$ cat src/rtl/wave_capture_pkg.sv
//------------------------------------------------------------------------------
// Module : wave_capture_pkg
// Brief  : Shared types and default widths for the waveform capture writer.
//          cap_state_t is the capture FSM state. DEFAULT_* are the default
//          parameter values for the writer and its trigger detector.
// Rev    : 1.0  initial release
//------------------------------------------------------------------------------
`default_nettype none

package wave_capture_pkg;

  typedef enum logic [1:0] {
    IDLE    = 2'd0,
    ARMED   = 2'd1,
    CAPTURE = 2'd2,
    DONE    = 2'd3
  } cap_state_t;

  localparam int DEFAULT_ADDRESS_WIDTH = 8;
  localparam int DEFAULT_DATA_WIDTH    = 8;

endpackage

`default_nettype wire

$ cat src/rtl/wave_trig_detect.sv
//------------------------------------------------------------------------------
// Module : wave_trig_detect
// Brief  : Detects a rising crossing of trig_level by the accepted sample
//          stream. The detector remembers the previously accepted sample, and
//          trig fires when that sample was below the level and the current
//          sample is at or above it (unsigned compare).
// Ports  : clk, rst         clock and synchronous active-high reset
//          clear            forget the previous sample (new arming)
//          accept           current in_data is being consumed
//          in_data          current sample
//          trig_level       threshold
//          trig             combinational trigger for the current sample
// Rev    : 1.0  initial release
//------------------------------------------------------------------------------
`default_nettype none

module wave_trig_detect
  import wave_capture_pkg::*;
#(
  parameter int DATA_WIDTH = DEFAULT_DATA_WIDTH
) (
  input  logic                  clk,
  input  logic                  rst,
  input  logic                  clear,
  input  logic                  accept,
  input  logic [DATA_WIDTH-1:0] in_data,
  input  logic [DATA_WIDTH-1:0] trig_level,
  output logic                  trig
);

  logic [DATA_WIDTH-1:0] prev;
  logic                  prev_vld;

  always_ff @(posedge clk) begin
    if (rst) begin
      prev     <= '0;
      prev_vld <= 1'b0;
    end else if (clear) begin
      prev_vld <= 1'b0;
    end else if (accept) begin
      prev     <= in_data;
      prev_vld <= 1'b1;
    end
  end

  // No history after arming means no crossing can be seen yet.
  assign trig = prev_vld && (prev < trig_level) && (in_data >= trig_level);

endmodule

`default_nettype wire

$ cat src/rtl/wave_capture_writer.sv
//------------------------------------------------------------------------------
// Module : wave_capture_writer
// Brief  : Captures a triggered window of DEPTH = 2**ADDRESS_WIDTH samples
//          from a valid/ready stream into the write port of a dual-port RAM.
// Ports  : clk, rst         clock and synchronous active-high reset
//          arm, abort       one-cycle control pulses (abort has priority)
//          trig_level       rising-edge trigger threshold
//          in_valid/in_data/in_ready   sample stream
//          wr_en/wr_addr/wr_data       RAM write port, one cycle after accept
//          count            samples written in the current/last capture
//          armed/busy/done  state indicators
// Rev    : 1.0  initial release
//------------------------------------------------------------------------------
`default_nettype none

module wave_capture_writer
  import wave_capture_pkg::*;
#(
  parameter int ADDRESS_WIDTH = DEFAULT_ADDRESS_WIDTH,
  parameter int DATA_WIDTH    = DEFAULT_DATA_WIDTH
) (
  input  logic                     clk,
  input  logic                     rst,
  input  logic                     arm,
  input  logic                     abort,
  input  logic [DATA_WIDTH-1:0]    trig_level,
  input  logic                     in_valid,
  input  logic [DATA_WIDTH-1:0]    in_data,
  output logic                     in_ready,
  output logic                     wr_en,
  output logic [ADDRESS_WIDTH-1:0] wr_addr,
  output logic [DATA_WIDTH-1:0]    wr_data,
  output logic [ADDRESS_WIDTH:0]   count,
  output logic                     armed,
  output logic                     busy,
  output logic                     done
);

  cap_state_t state;
  logic       accept;
  logic       start;
  logic       trig;
  logic       do_write;

  assign in_ready = (state == ARMED) || (state == CAPTURE);
  assign accept   = in_valid && in_ready;

  // Arming is only honoured from IDLE or DONE; abort overrides it.
  assign start = arm && !abort && ((state == IDLE) || (state == DONE));

  // An accept in the abort cycle is dropped: the capture is being cancelled.
  assign do_write = accept && !abort &&
                    ((state == CAPTURE) || ((state == ARMED) && trig));

  wave_trig_detect #(
    .DATA_WIDTH (DATA_WIDTH)
  ) u_trig (
    .clk        (clk),
    .rst        (rst),
    .clear      (start),
    .accept     (accept && (state == ARMED)),
    .in_data    (in_data),
    .trig_level (trig_level),
    .trig       (trig)
  );

  always_ff @(posedge clk) begin
    if (rst) begin
      state   <= IDLE;
      wr_en   <= 1'b0;
      wr_addr <= '0;
      wr_data <= '0;
      count   <= '0;
    end else begin
      wr_en <= do_write;
      if (do_write) begin
        wr_addr <= count[ADDRESS_WIDTH-1:0];
        wr_data <= in_data;
        count   <= count + 1'b1;
      end

      if (abort) begin
        state <= IDLE;
      end else if (start) begin
        state <= ARMED;
        count <= '0;
      end else if (do_write) begin
        // While writing, count < DEPTH, so all-ones low bits mean this is
        // the DEPTH-th write and the capture is complete.
        state <= (&count[ADDRESS_WIDTH-1:0]) ? DONE : CAPTURE;
      end
    end
  end

  assign armed = (state == ARMED);
  assign busy  = (state == CAPTURE);
  assign done  = (state == DONE);

endmodule

`default_nettype wire

$ cat config.mk
export PLATFORM = sky130hd
export DESIGN_NAME = wave_capture_writer
export DESIGN_NICKNAME = d
export VERILOG_FILES = /design/src/rtl/wave_capture_pkg.sv /design/src/rtl/wave_trig_detect.sv /design/src/rtl/wave_capture_writer.sv
export SDC_FILE = /design/constraint.sdc
export NUM_CORES = 1
export LEC_CHECK = 0
export ABC_AREA = 1
export CELL_PAD_IN_SITES_DETAIL_PLACEMENT = 0
export CELL_PAD_IN_SITES_GLOBAL_PLACEMENT = 1
export CORE_ASPECT_RATIO = 0.5
export CORE_UTILIZATION = 31
export CTS_CLUSTER_DIAMETER = 60
export DETAILED_ROUTE_END_ITERATION = 10
export PLACE_DENSITY = 0.74
export SKIP_LAST_GASP = 1
export SYNTH_ARGS = -nofsm -noshare
export SYNTH_HDL_FRONTEND = slang
export SYNTH_SLANG_ARGS = --single-unit
$ cat constraint.sdc
create_clock -name clk -period 1.6 [get_ports clk]
set_input_delay 0.24 -clock clk [delete_from_list [all_inputs] [get_ports clk]]
set_output_delay 0.24 -clock clk [all_outputs]
set_load 0.02 [all_outputs]
==> metrics.csv, run 1 <==
stage,metric,value,unit
power,VDD IR-drop max,0.4648,mV
setup_path,Setup crit end kind,flip-flop,
synth,ys async rst share,0,%
setup_path,Reg2Reg Launch Point,u_trig.prev[3],
grt,largest net degree at the start of global routing,25,
floorplanning,initial core utilization,33.65,%
timing,fmax,0.5891,GHz
power,Power per Cell Area,688.3,mW/mm2
synth,"area leader, netlist",dfxtp_1,
grt,met3 GRT Util,3.556,%
timing,post-route clock period utilization,106.1,%
timing,WHS,0.3631,ns
floorplanning,Die Height,57.77,um
cells_and_area,nets@finish,384,
cells_and_area,Layout area overhead,81.18,%
floorplanning,die area,0.006558,mm2
grt,number of global-route vias before repair,1869,
route,Initial DRT Pass Iterations,6,
clock_network,Clock Pin Slew Worst Setup and Hold Paths,0.06,ns
status,failing checks,negative setup slack,
synth,"Top FF cell, synth",dfxtp_1,
timing,Final Hold Vio Count,0,
setup_path,CP Launch Type,flip-flop,
route,Iter 0 DRT Violations,66,
setup_path,crit-path max FO,6,
floorplanning,chip width,113.5,um
grt,met2 Use GR,31.53,%
timing,skew final,0.003872,ns
clock_network,CTS tree,yes,
synth,Syn Nets,301,
place,placed cell count,412,
clock_network,Clock Path Buffers,2,
worst_hold_path,Worst Hold Class,input port to flip-flop,
floorplanning,Core Area,0.005729,mm2
power,Leak Pwr,0.001566,uW
timing,worst setup margin,-0.09743,ns
synth,"count leader, synth",nor2_1,
grt,Total Routing Usage GR,18.61,%
route,Routed Antenna Nets,0,
setup_path,flop2flop setup slack,-0.1,ns
setup_path,reg2reg path depth,13,
cells_and_area,Finished Layout Cells,429,
flow_run,MaxCap Viol Count,0,
cells_and_area,number of inserted diodes,0,
synth,"Distinct cells, synth",25,
synth,Ys Warns,0,
timing,Final setup viols,21,
worst_hold_path,hold path cells,4,
timing,RSZ-0062 raised after global routing,yes,
setup_path,Critical Path RT,1.77,ns
floorplanning,# IOs,51,
timing,Max-slew headroom,65.59,%
clock_network,clk_lat worst skew,0.28,ns
route,drt total wl,5818,um
synth,Post-Syn Area,0.001928,mm2
setup_path,"Arr. time, crit path",1.86,ns
synth,ranking of synthesized cells by area,"dfxtp_1 38%, ha_1 12%, nor2_1 11%",
timing,Slew Limit Fails,0,
grt,initial antenna violation count,0,
grt,met1 Resource Use GR,24.53,%
place,# port buffers,50,
grt,global-route wire length before repair,9273,um
synth,share of the synthesized area in the top cell type,38.42,%
route,vias per inst,4.606,
clock_network,Sink Count,37,
grt,gr busiest metal,met2,
status,status,"complete, but fails checks",
synth,post-synthesis register bit count,37,
clock_network,# hold bufs at CTS,0,
route,DRC Markers,0,
place,gp weighted congestion,0.8032,
timing,crit path time final,1.697,ns
route,WL/cell,13.56,um
clock_network,CTS Root Buffer Type,clkbuf_16,
grt,global route overflow,0,
clock_network,CTS buffer count,5,
floorplanning,FP Rows,19,
synth,post-synthesis cell count,261,
route,routed vias,1976,
synth,"top cells by count, synth","54 x nor2_1, 37 x dfxtp_1, 37 x nand2_1",
worst_hold_path,hold_sp,in_data[6],
cells_and_area,layout cells sized above 1,42.32,%
worst_hold_path,Worst Hold End,wr_data[6],
place,hpwl dp,3556,um
synth,"EDFF count, synth",0,
setup_path,r2r endpoint,wr_data[7],
synth,mean post-synth cell area,7.387,um2
setup_path,critical path class,flip-flop to flip-flop,
clock_network,H-tree depth,2,
synth,register area share after synthesis,38.42,%
timing,actual slew at the worst max-slew pin,0.5151,ns
==> worst max-delay path by stage <==
stage	startpoint	end	slack (ns)	depth (start not counted)
finish	u_trig.prev[3]	wr_data[7]	-0.1	13
floorplan	state[1]	wr_addr[2]	0.006	10
CTS	u_trig.prev[6]	wr_addr[0]	-0.11	12
global route	trig_level[2]	wr_data[7]	-0.17	16
global placement	trig_level[7]	wr_addr[0]	-0.58	15
detailed placement	trig_level[7]	wr_addr[0]	-0.61	15
==> cell usage in the layout, fill, tap and decap left out, types with 6 or more instances in the layout <==
cell type	synthesis	layout
nand2_1	37	25
nand4_1	8	8
nor2_2	12	7
nor2_4	0	16
nor2_1	54	43
buf_12	0	6
ha_4	0	15
clkbuf_2	0	7
dfxtp_1	37	30
inv_1	24	15
nand2_2	0	9
o21ai_0	15	8
a21oi_1	12	7
a21oi_2	2	7
clkdlybuf4s50_1	0	23
dfxtp_2	0	7
dlygate4sd2_1	0	10
inv_2	8	15
o21ai_1	11	7
buf_4	1	21
o21ai_2	0	11
==> critical path, stage by stage, from the launching register on <==
cell	delay (ns)
dfxtp_2	0.33
ha_4	0.27
nand2_2	0.06
inv_2	0.04
nand2_1	0.04
nand2_1	0.05
nand2_1	0.06
nand3_2	0.10
nand2_4	0.07
nand2_8	0.15
clkinv_8	0.11
buf_12	0.16
nor2_2	0.08
nor2_1	0.06
==> registers in the layout, indices dropped and copies added (netlist names) <==
name and count:
count 9, u_trig.prev 8, wr_addr 8, wr_data 8, state 2, u_trig.prev_vld 1, wr_en 1
==> routing by layer <==
metal  wire length (um)  part of all wire (%)
met2               2765                    48
met1               2837                    49
met3                141                   2.4
met5                  0                     0
met4                 74                   1.3
==> repair_timing <==
action | 4_1_cts | 5_1_grt
gates cloned | 6 | 0
pin swaps | 24 | 34
resized for setup | 100 | 55
endpoints found under the setup margin | 35 | 44
buffers inserted | 0 | 5
==> cell families (layout without fill, tap and decap cells) <==
group / after synthesis / in the layout / share of synthesized area, %
XOR/XNOR: 3 / 3 / 1.363
AND/OR/NAND/NOR: 122 / 122 / 28.03
adder cells (fa/ha/maj): 19 / 19 / 12.33
buffers and inverters: 39 / 123 / 8.695
AO/OA/AOI/OAI: 41 / 41 / 11.16
flip-flops: 37 / 37 / 38.42
==> power by group <==
group | total, uW | leakage [uW] | switching, uW | internal [uW]
clock | 1170 | 0.0000831 | 393 | 778
combinational | 299 | 0.00118 | 148 | 151
sequential | 934 | 0.000302 | 5.92 | 928
total | 2400 | 0.00157 | 548 | 1860
==> layout make-up <==
type,instances,area (um2)
inverter,33,142.6
clock buffer,6,138.9
fill,489,2236
timing repair buffer,82,880.8
tap,84,105.1
multi-input combinational,185,1439
clock inverter,2,37.54
sequential,37,749.5
==> stage by stage <==
stage               worst slack [ns]  utilization (%)  instance area (um2)  total power (uW)  setup TNS (ns)
CTS                          -0.1081            57.57                 3298              2379          -1.465
floorplan                   0.005712                -                 1928              1052               0
global route                 -0.1728            60.97                 3493              2494          -3.219
detailed placement           -0.6095            46.93                 2689              1170          -14.99
global placement             -0.5791            46.93                 2689              1170          -14.46
finish                      -0.09743            60.97                 3493              2405          -1.385
(Power assumes the default switching activity.)
==> inputs of run 2 (changes only) <==
Settings changed: CORE_MARGIN set to 8, CORE_UTILIZATION 31 to 32, CTS_BUF_LIST set to sky130_fd_sc_hd__clkbuf_8, PLACE_DENSITY 0.74 to 0.76.
==> metrics.csv, run 2 (same netlist as run 1, synthesis figures left out) <==
stage,metric,value,unit,change
status,status,"complete, but fails checks",,unchanged
status,failing checks,negative setup slack,,unchanged
setup_path,crit-path max FO,7,,was 6
timing,Max-slew headroom,60.98,%,was 65.59%
grt,Total Routing Usage GR,13.12,%,was 18.61%
timing,fmax,0.5888,GHz,was 0.5891 GHz
place,placed cell count,407,,was 412
floorplanning,chip width,125.8,um,was 113.5 um
timing,worst setup margin,-0.09850,ns,was -0.09743 ns
route,Routed Antenna Nets,0,,unchanged
route,DRC Markers,0,,unchanged
setup_path,Worst Path Buf+Inv,2,,was 3
setup_path,Setup crit end kind,flip-flop,,unchanged
floorplanning,FP Rows,20,,was 19
cells_and_area,"Most flops, register",count,,unchanged
floorplanning,Core Area,0.005956,mm2,was 0.005729 mm2
setup_path,Critical Path RT,1.79,ns,was 1.77 ns
grt,global route overflow,0,,unchanged
timing,post-route clock period utilization,106.2,%,was 106.1%
power,Comb power frac,12.9,%,was 12.4%
timing,skew final,0.005126,ns,was 0.003872 ns
cells_and_area,most frequent cells in the layout,"43 x nor2_1, 31 x dfxtp_1, 27 x nand2_1",,"was 43 x nor2_1, 30 x dfxtp_1, 25 x nand2_1"
floorplanning,Die Height,70.89,um,was 57.77 um
power,clock power share,41.4,%,was 48.7%
floorplanning,initial core utilization,32.37,%,was 33.65%
power,Sw Share,23.75,%,was 22.77%
power,Int Power,1556,uW,was 1857 uW
power,VDD IR-drop max,0.3905,mV,was 0.4648 mV
power,sequential power share,45.7,%,was 38.9%
cells_and_area,max FFs per register,9,,unchanged
place,pre-CTS WS,-0.6269,ns,was -0.6095 ns
flow_run,MaxCap Viol Count,0,,unchanged
grt,number of global-route vias before repair,2026,,was 1869
cells_and_area,number of inserted diodes,0,,unchanged
clock_network,CTS Root Buffer Type,clkbuf_8,,was clkbuf_16
cells_and_area,"most common cell after layout, fill and taps aside",nor2_1,,unchanged
route,WL/cell,13.77,um,was 13.56 um
setup_path,critical path class,flip-flop to flip-flop,,unchanged
power,Power per Cell Area,621.5,mW/mm2,was 688.3 mW/mm2
clock_network,Sink Count,37,,unchanged
clock_network,clk_lat worst skew,0.29,ns,was 0.28 ns
clock_network,Clock Path Buffers,2,,unchanged
cells_and_area,"Design Area, Final",0.003284,mm2,was 0.003493 mm2
floorplanning,die area,0.008916,mm2,was 0.006558 mm2
place,# port buffers,50,,unchanged
timing,RSZ-0062 raised after global routing,yes,,unchanged
power,Net Sw Power,484.9,uW,was 547.6 uW
cells_and_area,nets@finish,382,,was 384
route,Initial DRT Pass Iterations,4,,was 6
clock_network,CTS tree,yes,,unchanged
timing,Final Hold Vio Count,0,,unchanged
grt,global-route wire length before repair,9646,um,was 9273 um
cells_and_area,layout cells sized above 1,40.52,%,was 42.32%
timing,actual slew at the worst max-slew pin,0.5841,ns,was 0.5151 ns
clock_network,H-tree depth,2,,unchanged
grt,largest net degree at the start of global routing,25,,unchanged
timing,crit path time final,1.698,ns,was 1.697 ns
setup_path,cell family with most CP delay,simple AND/OR/NAND/NOR gates,,unchanged
power,Leak Pwr,0.001453,uW,was 0.001566 uW
clock_network,# hold bufs at CTS,0,,unchanged
grt,initial antenna violation count,0,,unchanged
setup_path,"Arr. time, crit path",1.89,ns,was 1.86 ns
worst_hold_path,Worst Hold Class,input port to flip-flop,,unchanged
setup_path,crit-path max cell delay,0.35,ns,was 0.33 ns
route,vias per inst,4.538,,was 4.606
clock_network,Clock Pin Slew Worst Setup and Hold Paths,0.08,ns,was 0.06 ns
route,drt total wl,5782,um,was 5818 um
cells_and_area,Layout area overhead,70.34,%,was 81.18%
floorplanning,# IOs,51,,unchanged
timing,Final setup viols,27,,was 21
cells_and_area,Finished Layout Cells,420,,was 429
route,Iter 0 DRT Violations,66,,unchanged
setup_path,cell-by-cell trace of the critical path,ha_4 > nand4_1 > nand4_1 > nor2_2 > nand3_2 > nand2_4 > nand2_8 > clkinv_8 > buf_12 > nand2_4 > nand2_2 > nor2_1,,was ha_4 > nand2_2 > inv_2 > nand2_1 > nand2_1 > nand2_1 > nand3_2 > nand2_4 > nand2_8 > clkinv_8 > buf_12 > nor2_2 > nor2_1
route,routed vias,1906,,was 1976
place,hpwl dp,3936,um,was 3556 um
setup_path,crit path max-delay cell type,dfxtp_2,,unchanged
cells_and_area,Final Core Density,55.15,%,was 60.97%
timing,Slew Limit Fails,0,,unchanged
setup_path,CP Launch Type,flip-flop,,unchanged
cells_and_area,# fillers,571,,was 489
clock_network,CTS buffer count,5,,unchanged
place,Placement Cell Area,0.002708,mm2,was 0.002689 mm2
place,gp weighted congestion,0.8487,,was 0.8032
==> run 2: cell count changes in the layout (fill, tap and decap cells not counted), sizes merged <==
cell           change
buf                -2
clkdlybuf4s50      -1
clkdlybuf4s15      -2
dlygate4sd2       +11
dlymetal6s2s       -2
inv                +1
clkinvlp           -1
clkbuf             -6
==> run 2: what timing repair did <==
item                       CTS  global route
gates resized for setup    116            24
gates cloned                 4             0
setup endpoints to repair   40            42
setup buffers                1             1
pin swaps                   34            16
==> run 2: path summary, 6_finish.rpt <==
path	cells after the start	slack, ns	endpoint	start
worst max-delay path	12	-0.1	wr_addr[0]	u_trig.prev[7]
worst min-delay path	3	0.38	wr_data[0]	in_data[0]
worst max register to register	12	-0.1	wr_addr[0]	u_trig.prev[7]
worst min register to register	2	0.48	u_trig.prev_vld	u_trig.prev_vld
==> run 2: power groups by stage <==
stage                     registers (uW)  logic (uW)  clock network [uW]
final                                932         263                 846
after global routing                 933         289                 914
after CTS                            932         248                 859
after detailed placement             951         216                   0
after global placement               951         212                   0
after floorplan                      950         102                   0
==> run 2: stage by stage <==
| stage | total power [uW] | hold WS (ns) | setup TNS, ns |
|---|---|---|---|
| CTS | 2038 | 0.3719 | -1.610 |
| finish | 2041 | 0.3782 | -1.154 |
| global route | 2136 | 0.3861 | -4.969 |
| floorplan | 1052 | 0.3124 | 0 |
| global placement | 1163 | 0.4664 | -14.62 |
| detailed placement | 1167 | 0.4701 | -15.20 |
==> run 2: worst min-delay path: stages <==
cell and delay, ns:
dlygate4sd2_1 0.25, o21ai_2 0.07, nor2_1 0.06
==> run 2: routing by layer <==
| metal | GRT usage (%) | vias up | share of wire (%) |
|---|---|---|---|
| met2 | 23.90 | 27 | 48 |
| met5 | 0 | - | 0 |
| li1 | - | 999 | - |
| met1 | 15.54 | 876 | 47 |
| met4 | 2.378 | 0 | 0.54 |
| met3 | 3.148 | 4 | 4.2 |
==> run 2: area by class of cell <==
| class | count | area (um2) | share of cell area [%] |
|---|---|---|---|
| multi-input combinational | 185 | 1384 | 42.13 |
| timing repair buffer | 80 | 799.5 | 24.34 |
| sequential | 37 | 748.2 | 22.78 |
| inverter | 33 | 140.1 | 4.267 |
| tap | 77 | 96.34 | 2.933 |
| clock buffer | 6 | 82.58 | 2.514 |
| clock inverter | 2 | 33.78 | 1.029 |
